`src/rtl/fetch_pkg.sv`:
```
// Shared constants, slot layout and FSM states for the instruction-fetch stage.
// Defining IFETCH_MISALIGN_CHK_EN adds a per-slot misalign flag.
package fetch_pkg;

    localparam logic [31:0] NOP_INSTR = 32'h0000_0013;
    localparam logic [31:0] PC_STEP   = 32'd4;

    typedef enum logic {
        FETCH = 1'b0,
        FLUSH = 1'b1
    } fetch_state_e;

    typedef struct packed {
        logic [31:0] pc;
        logic [31:0] instr;
        logic        filled;
`ifdef IFETCH_MISALIGN_CHK_EN
        logic        misalign;
`endif
    } slot_t;

endpackage

```
`src/rtl/fetch_slot_queue.sv`:
```
// Circular slot queue pairing issued fetch PCs with their in-order responses.
// IFETCH_MISALIGN_CHK_EN enables storage of the misalign flag.
module fetch_slot_queue
    import fetch_pkg::*;
#(
    parameter int unsigned  DEPTH = 2,
    localparam int unsigned PTR_W = $clog2(DEPTH),
    localparam int unsigned CNT_W = PTR_W + 1
) (
    input  logic             clk,
    input  logic             reset,
    input  logic             flush,
    input  logic             alloc,
    input  logic [31:0]      alloc_pc,
    input  logic             alloc_prefilled,
    input  logic             fill,
    input  logic [31:0]      fill_instr,
    input  logic             pop,
    output logic [CNT_W-1:0] count,
    output logic [CNT_W-1:0] pend,
    output slot_t            head_slot
);

    localparam logic [PTR_W-1:0] PTR_ONE = PTR_W'(1);

    slot_t            slots_q [DEPTH];
    slot_t            slots_d [DEPTH];
    logic [PTR_W-1:0] head_q, head_d;
    logic [PTR_W-1:0] tail_q, tail_d;
    logic [PTR_W-1:0] fill_q, fill_d;
    logic [CNT_W-1:0] count_q, count_d;
    logic [CNT_W-1:0] pend_q, pend_d;

    always_comb begin
        slots_d = slots_q;
        head_d  = head_q;
        tail_d  = tail_q;
        fill_d  = fill_q;
        count_d = count_q + CNT_W'(alloc) - CNT_W'(pop);
        pend_d  = pend_q + CNT_W'(alloc && !alloc_prefilled) - CNT_W'(fill);

        if (pop) begin
            slots_d[head_q].filled = 1'b0;
            head_d = head_q + PTR_ONE;
        end
        if (fill) begin
            slots_d[fill_q].instr  = fill_instr;
            slots_d[fill_q].filled = 1'b1;
            fill_d = fill_q + PTR_ONE;
        end
        // Alloc is applied after pop: on a full queue both may target the same slot.
        if (alloc) begin
            slots_d[tail_q].pc     = alloc_pc;
            slots_d[tail_q].instr  = NOP_INSTR;
            slots_d[tail_q].filled = alloc_prefilled;
`ifdef IFETCH_MISALIGN_CHK_EN
            slots_d[tail_q].misalign = alloc_prefilled;
`endif
            tail_d = tail_q + PTR_ONE;
        end
        if (flush) begin
            for (int unsigned i = 0; i < DEPTH; i++) begin
                slots_d[i].filled = 1'b0;
            end
            head_d  = '0;
            tail_d  = '0;
            fill_d  = '0;
            count_d = '0;
            pend_d  = '0;
        end
    end

    always_ff @(posedge clk) begin
        if (reset) begin
            slots_q <= '{default: '0};
            head_q  <= '0;
            tail_q  <= '0;
            fill_q  <= '0;
            count_q <= '0;
            pend_q  <= '0;
        end else begin
            slots_q <= slots_d;
            head_q  <= head_d;
            tail_q  <= tail_d;
            fill_q  <= fill_d;
            count_q <= count_d;
            pend_q  <= pend_d;
        end
    end

    assign count     = count_q;
    assign pend      = pend_q;
    assign head_slot = slots_q[head_q];

endmodule

```
`src/rtl/instr_fetch.sv`:
```
// Instruction-fetch stage: PC mux, fetch request gating and stale-response flush FSM.
// IFETCH_MISALIGN_CHK_EN adds the if_misalign port and misaligned-PC trapping.
module instr_fetch
    import fetch_pkg::*;
#(
    parameter logic [31:0] RESET_PC = 32'h0000_0000,
    parameter int unsigned DEPTH    = 2
) (
    input  logic        clk,
    input  logic        reset,
    input  logic [31:0] current_pc,
    output logic [31:0] next_pc,
    output logic        imem_req_valid,
    input  logic        imem_req_ready,
    output logic [31:0] imem_req_addr,
    input  logic        imem_rsp_valid,
    input  logic [31:0] imem_rsp_data,
    input  logic        redirect_valid,
    input  logic [31:0] redirect_pc,
    output logic        if_valid,
    input  logic        if_ready,
    output logic [31:0] if_pc,
    output logic [31:0] if_instr
`ifdef IFETCH_MISALIGN_CHK_EN
    ,
    output logic        if_misalign
`endif
);

    localparam int unsigned CNT_W = $clog2(DEPTH) + 1;

    fetch_state_e     state_q, state_d;
    logic [CNT_W-1:0] drop_cnt_q, drop_cnt_d;
    logic [CNT_W-1:0] q_count, q_pend;
    logic [CNT_W-1:0] rsp_adj;
    slot_t            head_slot;
    logic             pop, has_room, fetch_ok, req_fire, fill, alloc;
    logic             pc_misaligned, bad_alloc;

    assign pop      = if_valid && if_ready;
    // A slot freed by decode this cycle can be reused at once, giving 1 instr/cycle at DEPTH=2.
    assign has_room = (q_count < CNT_W'(DEPTH)) || pop;
    assign fetch_ok = !reset && (state_q == FETCH) && has_room && !redirect_valid;

`ifdef IFETCH_MISALIGN_CHK_EN
    logic misalign_hold_q, misalign_hold_d;

    assign pc_misaligned = (current_pc[1:0] != 2'b00);
    assign bad_alloc     = fetch_ok && pc_misaligned && !misalign_hold_q;

    always_comb begin
        misalign_hold_d = misalign_hold_q;
        if (redirect_valid) begin
            misalign_hold_d = 1'b0;
        end else if (bad_alloc) begin
            misalign_hold_d = 1'b1;
        end
    end

    always_ff @(posedge clk) begin
        if (reset) begin
            misalign_hold_q <= 1'b0;
        end else begin
            misalign_hold_q <= misalign_hold_d;
        end
    end

    assign if_misalign = if_valid && head_slot.misalign;
`else
    assign pc_misaligned = 1'b0;
    assign bad_alloc     = 1'b0;
`endif

    assign imem_req_valid = fetch_ok && !pc_misaligned;
    assign imem_req_addr  = {current_pc[31:2], 2'b00};
    assign req_fire       = imem_req_valid && imem_req_ready;
    assign alloc          = req_fire || bad_alloc;
    assign fill           = !reset && imem_rsp_valid && (state_q == FETCH) && !redirect_valid;
    assign rsp_adj        = CNT_W'(imem_rsp_valid);

    fetch_slot_queue #(
        .DEPTH(DEPTH)
    ) u_slot_queue (
        .clk             (clk),
        .reset           (reset),
        .flush           (redirect_valid),
        .alloc           (alloc),
        .alloc_pc        (current_pc),
        .alloc_prefilled (bad_alloc),
        .fill            (fill),
        .fill_instr      (imem_rsp_data),
        .pop             (pop),
        .count           (q_count),
        .pend            (q_pend),
        .head_slot       (head_slot)
    );

    assign if_valid = !reset && head_slot.filled && !redirect_valid;
    assign if_pc    = head_slot.pc;
    assign if_instr = head_slot.instr;

    always_comb begin
        if (reset) begin
            next_pc = RESET_PC;
        end else if (redirect_valid) begin
            next_pc = redirect_pc;
        end else if (req_fire) begin
            next_pc = current_pc + PC_STEP;
        end else begin
            next_pc = current_pc;
        end
    end

    always_comb begin
        state_d    = state_q;
        drop_cnt_d = drop_cnt_q;
        case (state_q)
            FETCH: begin
                // A response in the redirect cycle is already stale, so it is not counted.
                if (redirect_valid && (q_pend > rsp_adj)) begin
                    state_d    = FLUSH;
                    drop_cnt_d = q_pend - rsp_adj;
                end
            end
            FLUSH: begin
                if (imem_rsp_valid) begin
                    drop_cnt_d = drop_cnt_q - CNT_W'(1);
                    if (drop_cnt_q == CNT_W'(1)) begin
                        state_d = FETCH;
                    end
                end
            end
            default: begin
                state_d    = FETCH;
                drop_cnt_d = '0;
            end
        endcase
    end

    always_ff @(posedge clk) begin
        if (reset) begin
            state_q    <= FETCH;
            drop_cnt_q <= '0;
        end else begin
            state_q    <= state_d;
            drop_cnt_q <= drop_cnt_d;
        end
    end

endmodule

```
`config.mk`:
```
export PLATFORM = sky130hd
export DESIGN_NAME = instr_fetch
export DESIGN_NICKNAME = d
export VERILOG_FILES = /design/src/rtl/fetch_pkg.sv /design/src/rtl/fetch_slot_queue.sv /design/src/rtl/instr_fetch.sv
export SDC_FILE = /design/constraint.sdc
export NUM_CORES = 1
export LEC_CHECK = 0
export BUFFER_PORTS_ARGS = -buffer_cell sky130_fd_sc_hd__buf_2
export CORE_ASPECT_RATIO = 1.25
export CORE_UTILIZATION = 40
export CTS_CLUSTER_DIAMETER = 150
export DETAILED_ROUTE_END_ITERATION = 8
export PLACE_DENSITY = 0.65
export SLEW_MARGIN = 40
export SYNTH_ARGS = -nofsm -noshare
export SYNTH_HDL_FRONTEND = slang
export SYNTH_SLANG_ARGS = --single-unit
```
`constraint.sdc`:
```
create_clock -name clk -period 2.4 [get_ports clk]
set_clock_uncertainty 0.1 [all_clocks]
set_input_delay 0.24 -clock clk [delete_from_list [all_inputs] [get_ports clk]]
set_output_delay 0.24 -clock clk [all_outputs]
set_load 0.05 [all_outputs]
```
* Word level (Yosys, flattened, before mapping)
Cells that the tools add are included.
** Storage, ports and cells
- Register bits :: 140
- Bits in latches :: 0
- Bits in writable memories :: 0
- ROM bits :: 0
- Input port bits :: 102
- Output and inout port bits :: 130
- Word-level logic and storage cells :: 91
- Memories kept :: 0
** Operators by class
- Add/sub/neg operators :: 10
- $mul :: 0
- Div/mod/pow operators :: 0
- Order comparisons :: 8
- Equality and inequality tests :: 3
- Shifts and indexed selects :: 0
- Muxes and demuxes :: 34
- Bitwise logic cells :: 4
- Reductions and logical operators :: 19
** Operator list (count)
- bitwise mux 130 bit :: 6
- demux 65 bit (select 1 bit) :: 6
- 2-to-1 mux 130 bit :: 3
- 2-to-1 mux 65 bit :: 4
- 2-to-1 mux 32 bit :: 3
- 2-to-1 mux 33 bit :: 2
- adder 32 x 3 -> 32 bit, second input constant :: 1
- logical AND 1 bit :: 14
- greater-or-equal comparator 2 bit, second input constant :: 3
- < comparator 2 x 1 -> 1 bit, second input constant :: 3
- 2-to-1 mux 1 bit :: 6
- inverter 1 -> 2 bit :: 3
- subtractor 2 x 1 -> 2 bit :: 3
- adder 2 x 1 -> 2 bit :: 2
- 2-to-1 mux 2 bit :: 2
- one-hot mux 2 bit (2 select lines) :: 1
- adder 1 bit, second input constant :: 3
- == test 2 x 1 -> 1 bit, second input constant :: 1
- greater-than comparator 2 x 1 -> 1 bit :: 1
- logical NOT 1 bit :: 2
- < comparator 2 bit, second input constant :: 1
- inequality test 2 x 1 -> 1 bit, second input constant :: 1
- inequality test 2 bit, second input constant :: 1
- one-hot mux 1 bit (2 select lines) :: 1
- other kinds (5) :: 5

* Depth between registers and ports, before layout
Gate-level depths: netlist of the first run.
- Depth in word-level cells :: 15
- Gate-level depth with buffers :: 11
- Gate-level depth less buffers :: 7

* Hierarchy
From an unflattened synthesis of the first run, not the netlist that was laid out.
** Unflattened totals
- Cell total of the unflattened synthesis :: 980
- Area total of the unflattened synthesis :: 7573.5 um^2
** Modules (own cells, without submodules)
- fetch_slot_queue :: times used 1, cells each 682, area each 5689.2 um^2, seq. area each 2742.6 um^2
- instr_fetch :: times used 1, cells each 298, area each 1884.3 um^2, seq. area each 60.1 um^2

* Least setup slack after synthesis of the first run
OpenSTA, ideal clock, no wires.
- Path kind :: register -> output
- Start :: register state_q
- End :: output next_pc[29]
- Arrival time :: 3.002 ns
- Data required time :: 2.060 ns
- Slack :: -0.942 ns
- Stages on the path, launching flop included :: 6
- Path buffers :: 1
- Cell sequence :: dfxtp_1 > clkbuf_1 > nor4b_2 > nand4_1 > or3_1 > a311oi_1
** On the way
- Word-level cells in the longest chain between the ends :: 8
** RTL lines
- start, declared :: RTL line instr_fetch.sv:32 : fetch_state_e state_q, state_d;
- start signal, assigned :: RTL line instr_fetch.sv:145 : state_q <= state_d;
- inverter 1 bit
- logical AND 1 bit (3 in a row) :: RTL line instr_fetch.sv:43 : assign fetch_ok = !reset && (state_q == FETCH) && has_room && !redirect_valid;
- logical AND 1 bit :: RTL line instr_fetch.sv:76 : assign req_fire = imem_req_valid && imem_req_ready;
- 2-to-1 mux 32 bit :: RTL line instr_fetch.sv:107 : end else if (req_fire) begin
- 2-to-1 mux 32 bit :: RTL line instr_fetch.sv:105 : end else if (redirect_valid) begin
- 2-to-1 mux 32 bit :: RTL line instr_fetch.sv:103 : if (reset) begin
- end, declared :: RTL line instr_fetch.sv:12 : output logic [31:0] next_pc,
Every way passes these cells.

* Final worst setup path of the first run
- Start :: register state_q
- End :: output next_pc[24]
The elaborated chain is that of the path after synthesis.

==> summary.md, run 1 <==
| Metric | Value |
|---|---|
| GP Congestion | `between 0.8 and 0.9` |
| Slowest stage delay, CP | `roughly 0.57 ns` |
| Worst skew pair latency | `0.42 ns` |
| Ports | `~230` |
| Final Hold Viols | `0` |
| Switching Share | `between 20% and 30%` |
| Routed Wire Length | `about 23000 um` |
| FMAX | `344.8 MHz` |
| CP required | `~2 ns` |
| Worst VDD drop | `463.2 uV` |
| Finish-stage setup viols | `30` |
| H-tree levels | `4` |
| Status | `finished, violations left` |
| WP data arrival | `approximately 2.6 ns` |
| Most frequent cells in the layout | `280 x nand2_1, 197 x buf_2, 139 x dfxtp_1, 130 x a21oi_1, 69 x buf_4` |
| Fin crit share | `120.8%` |
| Psw | `about 1.9 mW` |
| Cell Chain, Critical Path | `or4b_4 -> buf_12 -> or3_4 -> nor4b_4 -> xnor2_2 -> a21oi_4 -> buf_6` |
| DR pass1 iterations | `5` |
| GRT Residual Overflow | `0` |
| Clock buffer depth | `2` |
| DP Worst Slack | `-0.3375 ns` |
| Max FO, Critical Path | `3` |
| Largest net degree at the start of global routing | `68` |
| Nets | `approximately 1300` |
| Hpwl dp | `approximately 15000 um` |
| Static Leakage | `between 4 and 5 nW` |
| Worst Setup Path Type | `register to output pin` |
| Slew @ Worst Pin | `between 0.6 and 0.7 ns` |
| RSZ-0062 raised after global routing | `yes` |
| Area Growth Syn to Fin | `50.13%` |
| Share of the synthesized area in the top cell type | `38.72%` |
| Critical path startpoint category | `register` |
| Max-cap violations | `0` |
| Filler Cells Inserted | `between 1500 and 2000` |
| Leading post-synthesis cells by cell area | `dfxtp_1 39%, nand2_1 15%, mux2_2 10%` |
| Critical Path Slowest Stage Cell | `or4b_4` |
| Sink Count | `140` |
| Gr usage total | `roughly a quarter` |
| Combinational power share | `between 10% and 20%` |
| Total CTS buffers | `17` |
| Yosys top cell by area | `dfxtp_1` |
| Root Driver | `clkbuf_16` |
| Library cells used by synthesis | `44` |
| Synth Cell Area | `a little over 0.007 mm^2` |
| Starting DRT DRC Count | `roughly 320` |
| Initial antenna violation count | `1` |
| Vias | `roughly 7400` |
| I/O Buffers | `around 230` |
| DIE AREA | `approximately 0.019 mm^2` |
| Routed Antenna Nets | `0` |
| Pint | `about 4.6 mW` |
| Vias in the first global route | `7239` |
| Row count | `54` |
| Clock share of power | `approximately 44%` |
| Clock transition at the registers of the reported paths | `~0.06 ns` |
| Sequential Power Share | `between 30% and 40%` |
| Final worst slack | `-0.5002 ns` |
| Starting Density | `about two fifths` |
| CTS tree | `yes` |
| Total Power | `~6.5 mW` |
| Pwr dens | `around 600 mW/mm^2` |
| Via/cell ratio | `just over 5` |
| Part of the Yosys area used for sequential elements | `between 30 and 40%` |
| Top_reg_cell synth | `dfxtp_1` |
| Worst R2R Setup Slack | `about 0.15 ns` |
| Reg area | `between 0.002 and 0.003 mm^2` |
| DR DRC count | `0` |
| Area of the multi-input gates | `about 0.0046 mm^2` |
| Final slew viol count | `0` |
| First-pass GRT wire length | `about 37000 um` |
| DR WL/cell | `between 15 and 20 um` |
| Syn_area_per_cell | `between 7 and 8 um^2` |
| Most common cell after layout, fill and taps aside | `nand2_1` |
| Failing checks | `negative setup slack` |
| Synth warnings | `0` |
| Die span in y | `between 150 and 200 um` |
| Asr flop ratio synth | `0%` |
| Slew HR | `a little under three fifths` |
| Crit. End Element | `output pin` |
| Core Area | `roughly 0.018 mm^2` |
| Layout cells sized above 1 | `40.81%` |
| Post-Synthesis Cells | `931` |
| Tmin final | `approximately 2.9 ns` |
| Number of synthesized register bits | `140` |
| Tightest Hold Check Type | `primary input to register` |
| Number of synthesized flops with an enable pin | `0` |
| Die extent in x | `122.3 um` |
## kinds of logic after synthesis
group,count (synthesis),share of synthesized area [%]
AO/OA/AOI/OAI,182,14.17
XOR/XNOR,29,3.509
adder cells (fa/ha/maj),6,1.037
buffers and inverters,115,8.418
flip-flops,140,38.72
multiplexers,67,10.37
other,1,0.05181
AND/OR/NAND/NOR,391,23.72
## state kept, by name (all words and copies together), names as in the netlist
register              flops
u_slot_queue.head_q       1
u_slot_queue.pend         2
state_q                   1
u_slot_queue.slots_q    130
drop_cnt_q                2
u_slot_queue.fill_q       1
u_slot_queue.tail_q       1
u_slot_queue.count        2
## per-stage QoR
| stage | hold WS (ns) | util [%] | setup TNS, ns | instance area (um^2) | std cells |
|---|---|---|---|---|---|
| 5_1_grt | 0.01594 | 61.86 | -11.37 | 10870 | 1438 |
| 4_1_cts | 0.007673 | 61.42 | -9.586 | 10790 | 1434 |
| 3_5_place_dp | 0.3445 | 52.58 | -5.033 | 9236 | 1356 |
| 3_3_place_gp | 0.3383 | 52.56 | -4.754 | 9233 | 1356 |
| 2_1_floorplan | 0.2734 | - | -1.193 | 7716 | 932 |
| 6_report | 0.02075 | 61.86 | -9.193 | 10870 | 1438 |
## synthesized netlist by cell type (all sizes together), types with 12 or more instances
cell type / count
nand4: 15
clkbuf: 49
nand3: 12
a211oi: 18
dfxtp: 140
nor2: 33
buf: 55
nand2: 282
xnor2: 16
xor2: 13
mux2: 64
a21oi: 134
## area by class of cell
cell class,count,share of cell area [%]
inverter,11,0.3915
clock buffer,17,3.915
multi-input combinational,677,42.04
tap,224,2.579
antenna,1,0.02303
clock inverter,15,1.946
sequential,140,25.83
timing repair buffer,353,23.28
## final timing paths
| kind | startpoint | endpoint | depth (start not counted) |
|---|---|---|---|
| max | state_q$_SDFF_PP0_ | next_pc[24] | 7 |
| min | current_pc[30] | u_slot_queue.slots_q[63]$_SDFFE_PP0P_ | 3 |
| max reg2reg | state_q$_SDFF_PP0_ | u_slot_queue.slots_q[122]$_SDFFE_PP0P_ | 7 |
| min reg2reg | u_slot_queue.slots_q[33]$_SDFFE_PP0P_ | u_slot_queue.slots_q[33]$_SDFFE_PP0P_ | 2 |
## layer usage
layer  vias up  part of all wire [%]  global-route usage, %
met5         -                     0                      0
met1      3456                    40                  27.81
li1       3635                     -                      -
met2       214                    52                  45.29
met4         0                   2.8                  10.28
met3        49                   4.8                  4.753
## critical path: cells and delay by family, from the launching register on
| kind | cells | cell delay [ns] |
|---|---|---|
| buffers and inverters | 2 | 0.32 |
| and+or+nand+nor | 3 | 1.26 |
| xor gates and xnor gates | 1 | 0.13 |
| DFF | 1 | 0.31 |
| AOI/OAI and AO/OA | 1 | 0.13 |
## power by group through the flow
stage               Combinational, mW  Clock (mW)  Sequential, mW
floorplan                       0.805           0            2.44
global placement                 1.12           0            2.44
detailed placement               1.12           0            2.44
CTS                              1.25        2.91            2.39
global route                     1.33        3.01            2.40
finish                           1.26        2.85            2.39
## what timing repair did
item                       in CTS  in global routing
buffers inserted               10                  5
pin swaps                      32                 21
hold endpoints to repair       71                  0
hold buffers                   36                  0
setup endpoints to repair      30                 34
gates resized for setup       107                 12
(Power assumes the default switching activity.)
==> inputs of run 2 (changes only) <==
- HOLD_SLACK_MARGIN: default -> 0.03
- MAX_ROUTING_LAYER: default -> met4
- clock period: 2.4 -> 3.75 ns (I/O delays scaled with it)
==> summary.md, run 2 (same netlist as run 1, synthesis figures left out) <==
| Metric | Value |
|---|---|
| Status | `finished, final reports clean` |
| Reg with most FFs | `u_slot_queue.slots_q` |
| Final slew viol count | `0 (unchanged)` |
| GRT Residual Overflow | `0 (unchanged)` |
| # hold bufs at CTS | `0 (-100%)` |
| Clock buffer depth | `2 (unchanged)` |
| Ports | `232 (unchanged)` |
| Clock transition at the registers of the reported paths | `0.06 ns (about the same)` |
| Routed Antenna Nets | `0 (unchanged)` |
| Fin crit share | `between 90% and 100%` |
| Most frequent cells in the layout | `282 x nand2_1, 228 x buf_2, 139 x dfxtp_1, 134 x a21oi_1, 64 x mux2_2` |
| Clock share of power | `43.2% (-0.6 points)` |
| Worst Setup Path Type | `register to output pin` |
| Tightest Hold Check Type | `primary input to register` |
| Vias | `6882 (-6.4%)` |
| DR DRC count | `0 (unchanged)` |
| H-tree levels | `4 (unchanged)` |
| Sequential Power Share | `40.6% (+3.8 points)` |
| Die span in y | `152.4 um (unchanged)` |
| Worst VDD drop | `311.5 uV (-33%)` |
| Psw | `1.138 mW (-41%)` |
| Max-cap violations | `0 (unchanged)` |
| Max FFs per register | `130 (unchanged)` |
| CTS tree | `yes` |
| Slew HR | `48.92% (-7.3 points)` |
| DR pass1 iterations | `5 (unchanged)` |
| Routed Wire Length | `20830 um (-9.7%)` |
| DR WL/cell | `15.70 um (-2.2%)` |
| Pint | `2.637 mW (-42%)` |
| Initial antenna violation count | `0 (-1)` |
| Max FO, Critical Path | `13 (+10)` |
| Gr usage total | `23.30% (-1.6 points)` |
| Starting DRT DRC Count | `351 (+11%)` |
| HP Start | `imem_rsp_data[7]` |
| Combinational power share | `16.2% (-3.1 points)` |
| WP data arrival | `2.97 ns (+0.41 ns)` |
| Slew @ Worst Pin | `0.7662 ns (+0.1088 ns)` |
| Post-CTS Setup Inserts | `0 (-10)` |
| Largest net degree at the start of global routing | `68 (unchanged)` |
| Starting Density | `41.20% (unchanged)` |
| Static Leakage | `3.576 nW (-18%)` |
| Number of diodes | `0 (-1)` |
| Crit. End Element | `output pin` |
| Tmin final | `roughly 3.4 ns` |
| DIE AREA | `0.01864 mm^2 (unchanged)` |
| Nets | `1198 (-8.4%)` |
| Layout cells sized above 1 | `32.37% (-8.4 points)` |
| Hpwl dp | `13720 um (-11%)` |
| Worst hold slack | `0.09437 ns (+0.07362 ns)` |
| First-pass GRT wire length | `33090 um (-9.4%)` |
| DP Worst Slack | `0.4425 ns (+0.7800 ns)` |
| Total CTS buffers | `17 (unchanged)` |
| Root Driver | `clkbuf_16` |
| Hold depth | `3 (unchanged)` |
| Critical path startpoint category | `register` |
| GP Congestion | `0.8722 (+8.5%)` |
| R2r startpoint | `u_slot_queue.head_q$_SDFFE_PP0N_` |
| Switching Share | `30.15% (+0.56 points)` |
| CP required | `3.27 ns (+1.21 ns)` |
| Finish-stage setup viols | `0 (-100%)` |
| Core Area | `0.01757 mm^2 (unchanged)` |
| Fin Setup TNS | `0 ns (+9.193 ns)` |
| Worst setup path startpoint | `state_q$_SDFF_PP0_` |
| RSZ-0062 raised after global routing | `no` |
| Die extent in x | `122.3 um (unchanged)` |
| Row count | `54 (unchanged)` |
| Most common cell after layout, fill and taps aside | `nand2_1` |
| Reg2Reg Depth | `5 (-2)` |
| FMAX | `between 200 and 300 MHz` |
| Final worst slack | `0.3058 ns (+0.8059 ns)` |
| PostCTS Resize Cnt | `0 (-100%)` |
| Worst skew pair latency | `0.42 ns (about the same)` |
| Vias in the first global route | `6522 (-9.9%)` |
| Sink Count | `140 (unchanged)` |
| Final Hold Viols | `0 (unchanged)` |
| Area Growth Syn to Fin | `21.82%` |
| Via/cell ratio | `5.186 (+1.4%)` |
| I/O Buffers | `229 (unchanged)` |
| Pwr dens | `428.2 mW/mm^2 (-28%)` |
[run 2: power groups by stage]
stage,clock network [mW],registers (mW),logic (mW)
2_1_floorplan,0,1.56,0.455
3_3_place_gp,0,1.56,0.611
3_5_place_dp,0,1.57,0.612
4_1_cts,1.68,1.53,0.615
5_1_grt,1.74,1.54,0.653
6_report,1.63,1.53,0.613
[run 2: cell type report]
class                           count  area (um^2)
Fill cell                        1816         8750
Multi-Input combinational cell    677         3846
Sequential cell                   140         2806
Timing Repair Buffer              243         1257
Clock buffer                       19        452.9
Tap cell                          224        280.3
Clock inverter                     13        131.4
Inverter                           11        42.54
[run 2: stage by stage]
stage	cell area, um^2	std cells	power [mW]	util [%]
floorplan	7242	932	2.016	-
global placement	8227	1295	2.176	46.83
detailed placement	8232	1295	2.178	46.86
CTS	8816	1327	3.825	50.19
global route	8817	1327	3.932	50.19
finish	8817	1327	3.775	50.19
[run 2: per-layer routing]
layer / vias to the layer above / GRT usage, % / share of wire (%)
met5: - / - / 0
met4: 0 / 6.504 / 1.4
met3: 21 / 5.501 / 6.4
met2: 235 / 39.86 / 50
met1: 3186 / 26.69 / 42
li1: 3440 / - / -
[run 2: worst paths after layout]
path / endpoint / slack [ns]
worst max-delay path: next_pc[26] / 0.31
worst min-delay path: u_slot_queue.slots_q[73]$_SDFF_PP0_ / 0.09
worst max register to register: u_slot_queue.slots_q[92]$_SDFF_PP0_ / 1.25
worst min register to register: u_slot_queue.slots_q[14]$_SDFF_PP0_ / 0.35
[run 2: worst max-delay path, stage by stage (launching register included)]
cell,delay (ns)
dfxtp_1,0.43
or4b_4,0.67
or3_1,0.40
nor4_1,0.46
xnor2_1,0.13
a21oi_1,0.15
buf_2,0.30
